**config.mk**
```make
export PLATFORM = sky130hd
export DESIGN_NAME = counter_seq
export DESIGN_NICKNAME = d
export VERILOG_FILES = /design/src/rtl/counter_seq_pkg.sv /design/src/rtl/counter_seq_fifo.sv /design/src/rtl/counter_seq.sv
export SDC_FILE = /design/constraint.sdc
export NUM_CORES = 1
export LEC_CHECK = 0
export ABC_CLOCK_PERIOD_IN_PS = 3880
export BUFFER_PORTS_ARGS = -buffer_cell sky130_fd_sc_hd__buf_2
export CORE_UTILIZATION = 50
export CTS_BUF_LIST = sky130_fd_sc_hd__clkbuf_2 sky130_fd_sc_hd__clkbuf_4 sky130_fd_sc_hd__clkbuf_8
export DETAILED_ROUTE_END_ITERATION = 6
export GPL_TIMING_DRIVEN = 0
export HOLD_SLACK_MARGIN = 0.02
export PLACE_DENSITY = 0.67
export SLEW_MARGIN = 10
export SYNTH_ARGS = -nofsm -noshare
export SYNTH_HDL_FRONTEND = slang
export SYNTH_HIERARCHICAL = 1
export SYNTH_SLANG_ARGS = --single-unit
export TNS_END_PERCENT = 30
```
**constraint.sdc**
```tcl
create_clock -name clk -period 3.88 [get_ports clk]
set_input_delay 0.582 -clock clk [delete_from_list [all_inputs] [get_ports clk]]
set_output_delay 0.582 -clock clk [all_outputs]
set_load 0.01 [all_outputs]
```
**src/rtl/counter_seq_pkg.sv**
```systemverilog
`default_nettype none
// ============================================================================
//  Module      : counter_seq_pkg
//  Description : Shared types and constants for the command-driven counter
//                sequencer: FSM state encoding, count-direction constants and
//                the queued command record.
//  Revision    : 1.0 - initial release
// ============================================================================
package counter_seq_pkg;

    // FSM state encoding
    typedef enum logic [1:0] {
        ST_IDLE = 2'd0,
        ST_LOAD = 2'd1,
        ST_RUN  = 2'd2
    } state_t;

    // Count direction carried in cmd_t.dir
    localparam logic DIR_UP   = 1'b0;
    localparam logic DIR_DOWN = 1'b1;

    // Widest counter supported; the limit field is sized to this and the
    // top zero-extends its WIDTH-bit limit into it.
    localparam int LIMIT_W_MAX = 16;
    localparam int WRAPS_W     = 4;

    // One queued command
    typedef struct packed {
        logic                   dir;
        logic [LIMIT_W_MAX-1:0] limit;
        logic [WRAPS_W-1:0]     wraps;
    } cmd_t;

    localparam int CMD_W = $bits(cmd_t);

endpackage : counter_seq_pkg
`default_nettype wire

```
**src/rtl/counter_seq_fifo.sv**
```systemverilog
`default_nettype none
// ============================================================================
//  Module      : counter_seq_fifo
//  Description : Synchronous first-in first-out command queue.
//                Ports:
//                  clk, rst        clock, synchronous active-high reset
//                  push, push_data write strobe and data (ignored when full)
//                  pop             read strobe (ignored when empty)
//                  pop_data        head entry, valid whenever !empty
//                  full, empty     occupancy flags, registered-pointer based
//  Revision    : 1.0 - initial release
// ============================================================================
module counter_seq_fifo #(
    parameter int DATA_W = 8,
    parameter int DEPTH  = 4      // power of two, at least 2
) (
    input  logic              clk,
    input  logic              rst,
    input  logic              push,
    input  logic [DATA_W-1:0] push_data,
    input  logic              pop,
    output logic [DATA_W-1:0] pop_data,
    output logic              full,
    output logic              empty
);

    localparam int AW = $clog2(DEPTH);

    logic [DATA_W-1:0] r_mem [DEPTH];
    // One extra pointer bit distinguishes full from empty when the
    // address bits coincide.
    logic [AW:0]       r_wr_ptr;
    logic [AW:0]       r_rd_ptr;
    logic              w_push;
    logic              w_pop;

    assign w_push = push & ~full;
    assign w_pop  = pop & ~empty;

    assign empty    = (r_wr_ptr == r_rd_ptr);
    assign full     = (r_wr_ptr[AW] != r_rd_ptr[AW]) &&
                      (r_wr_ptr[AW-1:0] == r_rd_ptr[AW-1:0]);
    assign pop_data = r_mem[r_rd_ptr[AW-1:0]];

    // Storage needs no reset: the pointers define what is valid.
    always_ff @(posedge clk) begin
        if (w_push) begin
            r_mem[r_wr_ptr[AW-1:0]] <= push_data;
        end
    end

    always_ff @(posedge clk) begin
        if (rst) begin
            r_wr_ptr <= '0;
            r_rd_ptr <= '0;
        end else begin
            if (w_push) begin
                r_wr_ptr <= r_wr_ptr + (AW+1)'(1);
            end
            if (w_pop) begin
                r_rd_ptr <= r_rd_ptr + (AW+1)'(1);
            end
        end
    end

endmodule : counter_seq_fifo
`default_nettype wire

```
**src/rtl/counter_seq.sv**
```systemverilog
`default_nettype none
// ============================================================================
//  Module      : counter_seq
//  Description : Command-driven up/down wrap counter. Commands (direction,
//                limit, wrap count) are queued in a FIFO and executed one at
//                a time by an IDLE -> LOAD -> RUN state machine.
//                Ports:
//                  clk, rst            clock, synchronous active-high reset
//                  cmd_valid/cmd_ready command handshake (ready = FIFO not full)
//                  cmd_dir             0 count up, 1 count down
//                  cmd_limit           maximum count value
//                  cmd_wraps           wraps to run minus one
//                  abort               terminate the active command
//                  q, q_valid          counter value, high while running
//                  carry, done         wrap pulse, final-wrap pulse
//                  aborted             pulse when an abort takes effect
//                  busy                command active or queued
//                WIDTH must not exceed LIMIT_W_MAX from the package.
//  Revision    : 1.0 - initial release
// ============================================================================
module counter_seq
    import counter_seq_pkg::*;
#(
    parameter int WIDTH = 4,
    parameter int DEPTH = 4
) (
    input  logic               clk,
    input  logic               rst,
    input  logic               cmd_valid,
    output logic               cmd_ready,
    input  logic               cmd_dir,
    input  logic [WIDTH-1:0]   cmd_limit,
    input  logic [WRAPS_W-1:0] cmd_wraps,
    input  logic               abort,
    output logic [WIDTH-1:0]   q,
    output logic               q_valid,
    output logic               carry,
    output logic               done,
    output logic               aborted,
    output logic               busy
);

    // ------------------------------------------------------------------
    // Command queue
    // ------------------------------------------------------------------
    cmd_t             w_push_cmd;
    cmd_t             w_head_cmd;
    logic [CMD_W-1:0] w_fifo_dout;
    logic             w_fifo_full;
    logic             w_fifo_empty;
    logic             w_push;
    logic             w_pop;

    state_t               r_state;
    cmd_t                 r_cmd;
    logic [WIDTH-1:0]     r_q;
    logic [WRAPS_W-1:0]   r_wrap_cnt;
    logic                 r_carry;
    logic                 r_done;
    logic                 r_aborted;

    assign w_push_cmd = '{dir:   cmd_dir,
                          limit: LIMIT_W_MAX'(cmd_limit),
                          wraps: cmd_wraps};
    assign w_head_cmd = cmd_t'(w_fifo_dout);

    // Ready comes straight from the full flag so it never combinationally
    // depends on the pop happening in the same cycle.
    assign cmd_ready = ~w_fifo_full;
    assign w_push    = cmd_valid & ~w_fifo_full;
    assign w_pop     = (r_state == ST_IDLE) & ~w_fifo_empty;

    counter_seq_fifo #(
        .DATA_W (CMD_W),
        .DEPTH  (DEPTH)
    ) u_fifo (
        .clk       (clk),
        .rst       (rst),
        .push      (w_push),
        .push_data (w_push_cmd),
        .pop       (w_pop),
        .pop_data  (w_fifo_dout),
        .full      (w_fifo_full),
        .empty     (w_fifo_empty)
    );

    // ------------------------------------------------------------------
    // Counter datapath helpers
    // ------------------------------------------------------------------
    logic [LIMIT_W_MAX-1:0] w_q_ext;
    logic [WIDTH-1:0]       w_limit;
    logic [WIDTH-1:0]       w_reload;
    logic                   w_at_bound;
    logic                   w_last_wrap;

    assign w_q_ext  = LIMIT_W_MAX'(r_q);
    assign w_limit  = r_cmd.limit[WIDTH-1:0];
    // Value a wrap (or LOAD) returns to: 0 counting up, limit counting down
    assign w_reload = (r_cmd.dir == DIR_DOWN) ? w_limit : '0;
    // The bound is tested before stepping so arithmetic never over/underflows
    assign w_at_bound = (r_cmd.dir == DIR_DOWN) ? (r_q == '0)
                                                : !(w_q_ext < r_cmd.limit);
    assign w_last_wrap = (r_wrap_cnt == r_cmd.wraps);

    // ------------------------------------------------------------------
    // Sequencer FSM with registered outputs
    // ------------------------------------------------------------------
    always_ff @(posedge clk) begin
        if (rst) begin
            r_state    <= ST_IDLE;
            r_cmd      <= '0;
            r_q        <= '0;
            r_wrap_cnt <= '0;
            r_carry    <= 1'b0;
            r_done     <= 1'b0;
            r_aborted  <= 1'b0;
        end else begin
            // Pulses default low; each branch raises what it needs.
            r_carry   <= 1'b0;
            r_done    <= 1'b0;
            r_aborted <= 1'b0;

            case (r_state)
                ST_IDLE: begin
                    // q deliberately untouched: it holds its last value here
                    if (!w_fifo_empty) begin
                        r_cmd   <= w_head_cmd;
                        r_state <= ST_LOAD;
                    end
                end

                ST_LOAD: begin
                    if (abort) begin
                        r_q       <= '0;
                        r_aborted <= 1'b1;
                        r_state   <= ST_IDLE;
                    end else begin
                        r_q        <= w_reload;
                        r_wrap_cnt <= '0;
                        r_state    <= ST_RUN;
                    end
                end

                ST_RUN: begin
                    // Abort wins over any wrap or completion this cycle
                    if (abort) begin
                        r_q       <= '0;
                        r_aborted <= 1'b1;
                        r_state   <= ST_IDLE;
                    end else if (w_at_bound) begin
                        r_q     <= w_reload;
                        r_carry <= 1'b1;
                        if (w_last_wrap) begin
                            r_done  <= 1'b1;
                            r_state <= ST_IDLE;
                        end else begin
                            r_wrap_cnt <= r_wrap_cnt + WRAPS_W'(1);
                        end
                    end else if (r_cmd.dir == DIR_DOWN) begin
                        r_q <= r_q - WIDTH'(1);
                    end else begin
                        r_q <= r_q + WIDTH'(1);
                    end
                end

                default: begin
                    r_state <= ST_IDLE;
                end
            endcase
        end
    end

    assign q       = r_q;
    assign q_valid = (r_state == ST_RUN);
    assign carry   = r_carry;
    assign done    = r_done;
    assign aborted = r_aborted;
    assign busy    = (r_state != ST_IDLE) | ~w_fifo_empty;

endmodule : counter_seq
`default_nettype wire

```
==> results summary, run 1 <==
The run finished with clean final reports. The fraction of post-synthesis cell area in the top cell type by area is 0.465. The total setup violations reported at the end of the flow came out at 0.

sky130_fd_sc_hd__edfxtp_1 takes more of the synthesized area than any other cell. The remaining max-slew budget at the tightest pin is 0.274. The count of cells along the worst hold path is 1. The total negative slack for setup checks is 0 ns.

The number of buffers on the longest clock path came out at 2. The max-cap violation count came out at 0. The number of design-rule violations left by the first detailed-router iteration is between 100 and 150. The total of flip-flops plus latches after synthesis is 126. By count the netlist is led by sky130_fd_sc_hd__edfxtp_1 (84), sky130_fd_sc_hd__nand2_1 (58), sky130_fd_sc_hd__dfxtp_1 (42), sky130_fd_sc_hd__a21oi_1 (27), sky130_fd_sc_hd__mux4_2 (21).

The share of the cycle needed by the critical path after routing is 0.782. Grouping stages by cell kind, the critical path spends the most delay in simple AND/OR/NAND/NOR gates. For the worst-skew pair, the clock arrives at the later sink with an insertion delay of between 0.4 and 0.5 ns. The count of hold-fix buffers inserted at cts came out at 0. The via count of the first global-routing pass came out at between 3,000 and 4,000. Yosys instantiated no cell more often than sky130_fd_sc_hd__edfxtp_1. Of all flip-flops after synthesis, the portion carrying an async set or reset was 0. Together, buffers and inverters on the worst path number 1. The worst ir drop on vdd is between 0.3 and 0.4 mV. The number of vias per cell after detailed routing is around 5.3. Of the synthesized area, sequential elements account for 0.620. The number of max-slew violations in the final report is 0.

Port buffering added 22 buffers. The post-route minimum period came out at ~3.0 ns. The area of combinational cells with multiple inputs is 0.00210 mm^2. The number of setup buffers added after CTS came out at 0. The initial core utilization is 0.521. In this run the remaining antenna-violating nets after routing total 0.

The mean post-synth cell area came out at 13.6 um^2. The number of synthesized flops with an enable pin came out at 84. The area of the placeable core is 0.0104 mm^2. The height of the die came out at between 100 and 150 um. The worst clock skew is between 0.01 and 0.015 ns.

The first global-routing pass estimated ~16 mm of wire. The dominant register cell in the synthesized netlist is sky130_fd_sc_hd__edfxtp_1. Across every metal layer, demand over resource in global routing totals 0.192. Sorting the synthesized cells by area gives the leading types as sky130_fd_sc_hd__edfxtp_1 (46%), sky130_fd_sc_hd__dfxtp_1 (15%), sky130_fd_sc_hd__mux4_2 (8.7%). Of the cells placed in the final design, the portion with a size suffix greater than 1 is 0.188. The final-report hold violation count is 0.

The end point of the most critical hold path is u_fifo/r_mem[1][5]. The final RePlAce weighted congestion is 0.824. The met3 demand-to-capacity share in global routing came out at 0.0497. Synthesis instantiated 57 different standard cells from the library.

Dividing the detail-routed wire length by the instance count gives approximately 15 um. The layer flagged by global routing as most heavily used is met2. Traced cell by cell, the critical path runs through xnor2_1 > nand2_1 > nor2_1 > nor2b_1 > inv_1 > a31oi_1 > and2_1. For this design the static power due to leakage is about 0.0023 uW. In this design, the stage delay of the slowest critical-path cell is 0.89 ns. Setup slack closes at between 0.8 and 0.9 ns.

Based on the critical path, the design can be clocked at up to 329 MHz. After global routing the overflow that remains totals 0. The met2 capacity usage during global routing came out at 0.317. The number of cells traversed by the worst register-to-register path came out at 7. In this run the horizontal extent of the chip is 106 um. The actual transition at the worst max-transition pin came out at ~1.1 ns.

The data required time at the worst endpoint came out at a little under 4 ns. The data arrival time of the worst path came out at around 3.1 ns. In this run the power density over the cells is around 700 mW/mm^2. The total clock sinks came out at about 130. From synthesis to final layout, the design area changed by 15.8%.

The end of the worst register-to-register path is u_fifo/r_mem[2][20]. The area of the mapped netlist is roughly 0.0054 mm^2. STA classifies the critical path startpoint as a flop. The top-level port count came out at 23. CTS placed an instance of sky130_fd_sc_hd__clkbuf_8 at the clock tree root.

The synthesis warning total came out at 6. The slack of the worst reg-to-reg path came out at 0.84 ns. Synthesis handed over a netlist of 399 instances. The number of buffers inserted during clock tree synthesis is 17.

In this run the critical register-to-register path is launched from u_fifo/r_wr_ptr[0]. The number of antenna violations at the first check in global routing is 0. The number of antenna diodes is 0. The number of fill cells in the layout is approximately 840. The number of remaining DRC errors came out at 0.

The HPWL after detailed placement is between 6 and 7 mm. The via count of the routed design came out at between 3,000 and 4,000. Setup repair after global routing left no endpoint under its margin. The number of cell rows is 37. Clock-pin slew was measured on the worst setup and hold paths at 0.07 ns.

The overall routed net length is 9.65 mm. The highest fanout seen on the critical path came out at 21. The launch point of the worst hold path is cmd_limit[1]. The post-cts repair resize count came out at 0. The highest-delay cell along the critical path is sky130_fd_sc_hd__and2_1. The final layout contains 515 nets.

The type of the most critical hold path is in -> reg. The first-pass detailed-route iteration total came out at 4. TritonCTS built the clock tree. The post-placement worst setup slack came out at around 0.77 ns. The deepest level of the CTS H-tree came out at 4. For this run, global-route usage on met1 was measured as 0.245. The endpoint class of the critical path is a flop. The largest net degree at the start of global routing is 22. The register area came out at roughly 0.0034 mm^2.

The class of the most critical setup path is reg -> reg. The floorplan step defined a die boundary enclosing around 0.011 mm^2.
per-stage QoR:
| step | hold WS [ns] | total power [uW] | instances | utilization | area [um^2] |
|---|---|---|---|---|---|
| 2_1_floorplan | 0.435 | 3030 | 446 | - | 5600 |
| 3_3_place_gp | 0.447 | 3380 | 604 | 0.565 | 5880 |
| 3_5_place_dp | 0.451 | 3430 | 604 | 0.566 | 5900 |
| 4_1_cts | 0.347 | 4530 | 636 | 0.603 | 6280 |
| 5_1_grt | 0.352 | 4770 | 636 | 0.603 | 6280 |
| 6_report | 0.368 | 4480 | 636 | 0.603 | 6280 |
flip-flops by register name (all words and copies together), names as in the netlist, named ones only:
signal,cells
carry,1
u_fifo/r_mem,84
aborted,1
q,4
done,1
r_state,2
r_cmd,21
u_fifo/r_rd_ptr,3
r_wrap_cnt,4
u_fifo/r_wr_ptr,3
cell families (layout without fill, tap and decap cells):
kind of cell	after synthesis	in the layout	share of synthesized area
fa+ha+maj	15	15	0.0360
buf+inv	32	86	0.0281
other cells	1	48	0.000691
mux	21	21	0.0872
xor+xnor	13	13	0.0210
flops	126	126	0.620
simple gates	123	123	0.116
compound gates	68	68	0.0911
worst register-to-register path, cell delays in order, from the launching register on:
cell	delay (ns)
sky130_fd_sc_hd__dfxtp_1	0.48
sky130_fd_sc_hd__xnor2_1	0.28
sky130_fd_sc_hd__nand2_1	0.23
sky130_fd_sc_hd__nor2_1	0.09
sky130_fd_sc_hd__nor2b_1	0.33
sky130_fd_sc_hd__inv_1	0.10
sky130_fd_sc_hd__a31oi_1	0.24
sky130_fd_sc_hd__and2_1	0.89
layout by cell type (no fill, tap or decap), types with 5 or more instances in the layout:
master / netlist / layout
sky130_fd_sc_hd__a21oi_1: 27 / 27
sky130_fd_sc_hd__buf_2: 3 / 25
sky130_fd_sc_hd__clkbuf_1: 7 / 7
sky130_fd_sc_hd__clkbuf_4: 1 / 5
sky130_fd_sc_hd__clkbuf_8: 1 / 18
sky130_fd_sc_hd__conb_1: 1 / 48
sky130_fd_sc_hd__dfxtp_1: 42 / 42
sky130_fd_sc_hd__edfxtp_1: 84 / 84
sky130_fd_sc_hd__ha_1: 14 / 14
sky130_fd_sc_hd__inv_1: 14 / 14
sky130_fd_sc_hd__mux4_2: 21 / 21
sky130_fd_sc_hd__nand2_1: 58 / 58
sky130_fd_sc_hd__nand2b_1: 5 / 5
sky130_fd_sc_hd__nand3_1: 10 / 10
sky130_fd_sc_hd__nand4_1: 5 / 5
sky130_fd_sc_hd__nor2_1: 11 / 11
sky130_fd_sc_hd__nor2b_1: 6 / 6
sky130_fd_sc_hd__o211ai_1: 6 / 6
sky130_fd_sc_hd__or3_1: 5 / 5
sky130_fd_sc_hd__xor2_1: 9 / 9
where the power goes:
| part | total [uW] | switching, uW | internal [uW] |
|---|---|---|---|
| Clock | 1090 | 498 | 594 |
| Combinational | 1520 | 941 | 576 |
| Sequential | 1880 | 145 | 1730 |
| Total | 4480 | 1580 | 2900 |
cell type report:
| cell class | instances | share of cell area |
|---|---|---|
| Multi-Input combinational cell | 288 | 0.335 |
| Clock buffer | 21 | 0.0420 |
| Buffer | 17 | 0.0153 |
| Tap cell | 136 | 0.0271 |
| Timing Repair Buffer | 22 | 0.0175 |
| Inverter | 15 | 0.00897 |
| Clock inverter | 11 | 0.0189 |
| Sequential cell | 126 | 0.536 |
worst max path at each step:
stage	startpoint	end	depth (start not counted)	slack [ns]
2_1_floorplan	u_fifo/r_rd_ptr[1]	u_fifo/r_mem[3][0]	7	1.08
3_3_place_gp	u_fifo/r_wr_ptr[0]	u_fifo/r_mem[3][6]	6	0.07
3_5_place_dp	u_fifo/r_wr_ptr[0]	u_fifo/r_mem[2][6]	7	0.77
4_1_cts	u_fifo/r_wr_ptr[0]	u_fifo/r_mem[2][14]	7	0.75
5_1_grt	u_fifo/r_wr_ptr[0]	u_fifo/r_mem[2][14]	7	0.50
6_report	u_fifo/r_wr_ptr[0]	u_fifo/r_mem[2][20]	7	0.84
layer usage:
metal | vias up | wire length [um]
li1 | 1644 | -
met1 | 1653 | 4390
met4 | 0 | 96
met3 | 10 | 395
met5 | - | 0
met2 | 61 | 4770
(Power assumes the default switching activity.)
==> inputs of run 2 (changes only) <==
--- a/config.mk
+++ b/config.mk
@@ -5,7 +5,7 @@
 export SDC_FILE = /design/constraint.sdc
 export NUM_CORES = 1
 export LEC_CHECK = 0
-export ABC_CLOCK_PERIOD_IN_PS = 3880
+export ABC_CLOCK_PERIOD_IN_PS = 3000
 export BUFFER_PORTS_ARGS = -buffer_cell sky130_fd_sc_hd__buf_2
 export CORE_UTILIZATION = 50
 export CTS_BUF_LIST = sky130_fd_sc_hd__clkbuf_2 sky130_fd_sc_hd__clkbuf_4 sky130_fd_sc_hd__clkbuf_8
==> constraint.sdc (replaced) <==
create_clock -name clk -period 3 [get_ports clk]
set_input_delay 0.45 -clock clk [delete_from_list [all_inputs] [get_ports clk]]
set_output_delay 0.45 -clock clk [all_outputs]
set_load 0.01 [all_outputs]
==> run 2 against run 1 <==
Against the previous run:
- setup slack worse by 0.48 ns
- global-route usage about the same
- routed wire length up 0.30%
- clock skew up 0.0013 ns
- fmax up 15%
- via count up 0.12%
- critical path type unchanged
- largest power group unchanged
- clock power up 29%
- critical endpoint is now u_fifo/r_mem[3][12]
- total power up 30%
==> results summary, run 2 (same netlist as run 1, synthesis figures left out) <==
The count of nets after finishing is between 500 and 600. After legalization and detailed placement, the total HPWL measured around 6.5 mm. Entering global routing, the biggest net connects 22 pins. The number of antenna violations at the first check in global routing is 0. The largest delay contributor family on the critical path is simple AND/OR/NAND/NOR gates. The total setup violations reported at the end of the flow is 0. The initial core utilization came out at 0.521.

The max-cap violation count is 0. Measured against its own limit, the worst slew margin works out to 0.347. The final layout contains routed wiring with a total length of between 9 and 10 mm.

The final worst setup slack is 0.362 ns. From synthesis to final layout, the design area changed by 16.1%. The tightest min-delay check is of the in -> reg type. The finished layout holds 636 standard cells, fillers aside. The critical path endpoint is u_fifo/r_mem[3][12]. The share of the core filled with cells in the final layout is 0.605. The height of the die is between 100 and 150 um.

The count of hold-fix buffers inserted at cts is 0. The first detailed-routing pass took 4 iterations. The post-route minimum period came out at 2.64 ns. Dividing the detail-routed via count by the number of cells gives ~5.3. The region available for standard cell placement spans between 0.01 and 0.015 mm^2. By startpoint and endpoint, the worst setup path is classified as reg -> reg. Leaving out fill and tap cells, the most frequent cells in the layout are sky130_fd_sc_hd__edfxtp_1 (84), sky130_fd_sc_hd__nand2_1 (58), sky130_fd_sc_hd__conb_1 (48).

The area of combinational cells with multiple inputs is around 0.0021 mm^2. In this run the worst setup path begins at u_fifo/r_wr_ptr[0]. The number of cell rows came out at 37. The highest-delay cell along the critical path is sky130_fd_sc_hd__a31oi_4.

The actual transition at the worst max-transition pin came out at just under 1 ns. The worst hold path begins at cmd_limit[1]. The number of buffers inserted during clock tree synthesis is 17.

TritonCTS built the clock tree. The cell area after layout came out at 0.00630 mm^2. The final-report hold violation count was 0.

The number of max-slew violations in the final report came out at 0. The die is 106 um wide. The register with the most flip-flops in the layout has 84 of them. The highest attainable clock frequency is 379 MHz.

The proportion of layout cells with a drive suffix above 1 is 0.200. The H-tree was split into 4 levels. The final RePlAce weighted congestion came out at between 0.8 and 0.9. The total clock sinks came out at 126. The global-route usage over all layers came out at 0.192. No sink is reached through more buffers than the 2 on the longest clock path. The data arrival time of the worst path is 2.69 ns.

The worst clock skew is between 0.01 and 0.015 ns. The die outline area is about 0.011 mm^2. Input and output buffers added on the ports amount to 22. The leakage power figure came out at 0.00230 uW. The number of remaining DRC errors came out at 0. The register area is around 0.0034 mm^2.

The number of design-rule violations left by the first detailed-router iteration is around 160. Along the worst path, the maximum fanout reaches 21. The worst register-to-register path has a depth of 6. The flow ran to the end, and the final reports show no timing, DRC or antenna violations. The signal on the critical path passes through xnor2_2 > nand2_1 > nor2_1 > nor2b_1 > nand2_1 > a31oi_4. The endpoint class of the critical path is a flop. The combined buffer and inverter count along the critical path came out at 0.

The via count of the first global-routing pass is 3,427. The clock insertion delay at the later pin of the skew report came out at 0.43 ns. The library cell used most frequently in the layout, excluding fill and tap cells, is sky130_fd_sc_hd__edfxtp_1.

The post-placement worst setup slack is -0.109 ns. The standard cell area after detailed placement is approximately 0.006 mm^2. After detailed placement, the design holds a cell count of between 600 and 700. The largest single stage delay on the critical path is 0.71 ns. In this run the power density over the cells is about 900 mW/mm^2. By instance count, the cell type seen most on the critical path is sky130_fd_sc_hd__nand2_1. The slack of the worst reg-to-reg path is between 0.3 and 0.4 ns. The clock edge transition at the registers on the reported setup and hold paths came out at about 0.070 ns. Setup repair after global routing left no endpoint under its margin.

23 I/O pins were placed. The critical register-to-register path startpoint is u_fifo/r_wr_ptr[0]. The count of antenna-violating nets left after detailed routing is 0. STA classifies the critical path startpoint as a flop. The worst register-to-register path ends at u_fifo/r_mem[3][12]. The via count of the routed design is between 3,000 and 4,000.

The global-route wire length before repair is approximately 16 mm. Buffers added to address setup during post-CTS repair amount to 0. The worst ir drop on vdd came out at around 0.4 mV. The cell sitting at the root of the clock tree is a sky130_fd_sc_hd__clkbuf_8.

The logic depth of the worst path, buffers included is 6. The number of fill cells in the layout is 846. The detail-routed net length per standard cell is ~15 um. After global routing the overflow that remains totals 0. The number of antenna diodes came out at 0.

In the finished design, the share of the clock period the worst path needs comes to 0.879. The data required time at the worst endpoint is roughly 3.1 ns.
run 2: worst min-delay path by stage:
stage	endpoint	slack, ns	depth (start not counted)
after CTS	u_fifo/r_mem[1][5]	0.22	1
after floorplan	r_wrap_cnt[3]	0.43	1
after detailed placement	r_cmd[16]	0.45	2
final	u_fifo/r_mem[1][5]	0.24	1
after global routing	u_fifo/r_mem[1][5]	0.22	1
after global placement	r_cmd[16]	0.45	2
run 2: layout make-up:
class / count / share of cell area
Buffer: 17 / 0.0155
Sequential cell: 126 / 0.534
Inverter: 15 / 0.00894
Tap cell: 136 / 0.0270
Clock buffer: 21 / 0.0419
Clock inverter: 11 / 0.0189
Multi-Input combinational cell: 288 / 0.336
Timing Repair Buffer: 22 / 0.0175
run 2: through the flow:
stage	total power, uW	hold WS [ns]	TNS, ns
2_1_floorplan	3920	0.435	0
3_3_place_gp	4380	0.447	-16.98
3_5_place_dp	4430	0.451	-4.72
4_1_cts	5860	0.215	0
5_1_grt	6190	0.220	0
6_report	5820	0.237	0
run 2: repair_timing:
item | 4_1_cts | 5_1_grt
setup endpoints to repair | 63 | 16
resized for setup | 3 | 3
pin swaps | 0 | 0
run 2: metal layers:
layer	vias to the layer above	wire (um)	global-route usage	part of all wire
li1	1643	-	-	-
met1	1645	4350	0.245	0.45
met2	75	4790	0.319	0.49
met3	9	448	0.0497	0.046
met4	0	88	0.0665	0.0091
met5	-	0	0	0
run 2: power breakdown:
group	total [uW]	switching, uW	internal, uW
Clock	1410	644	768
Sequential	2420	191	2230
Combinational	1990	1230	761
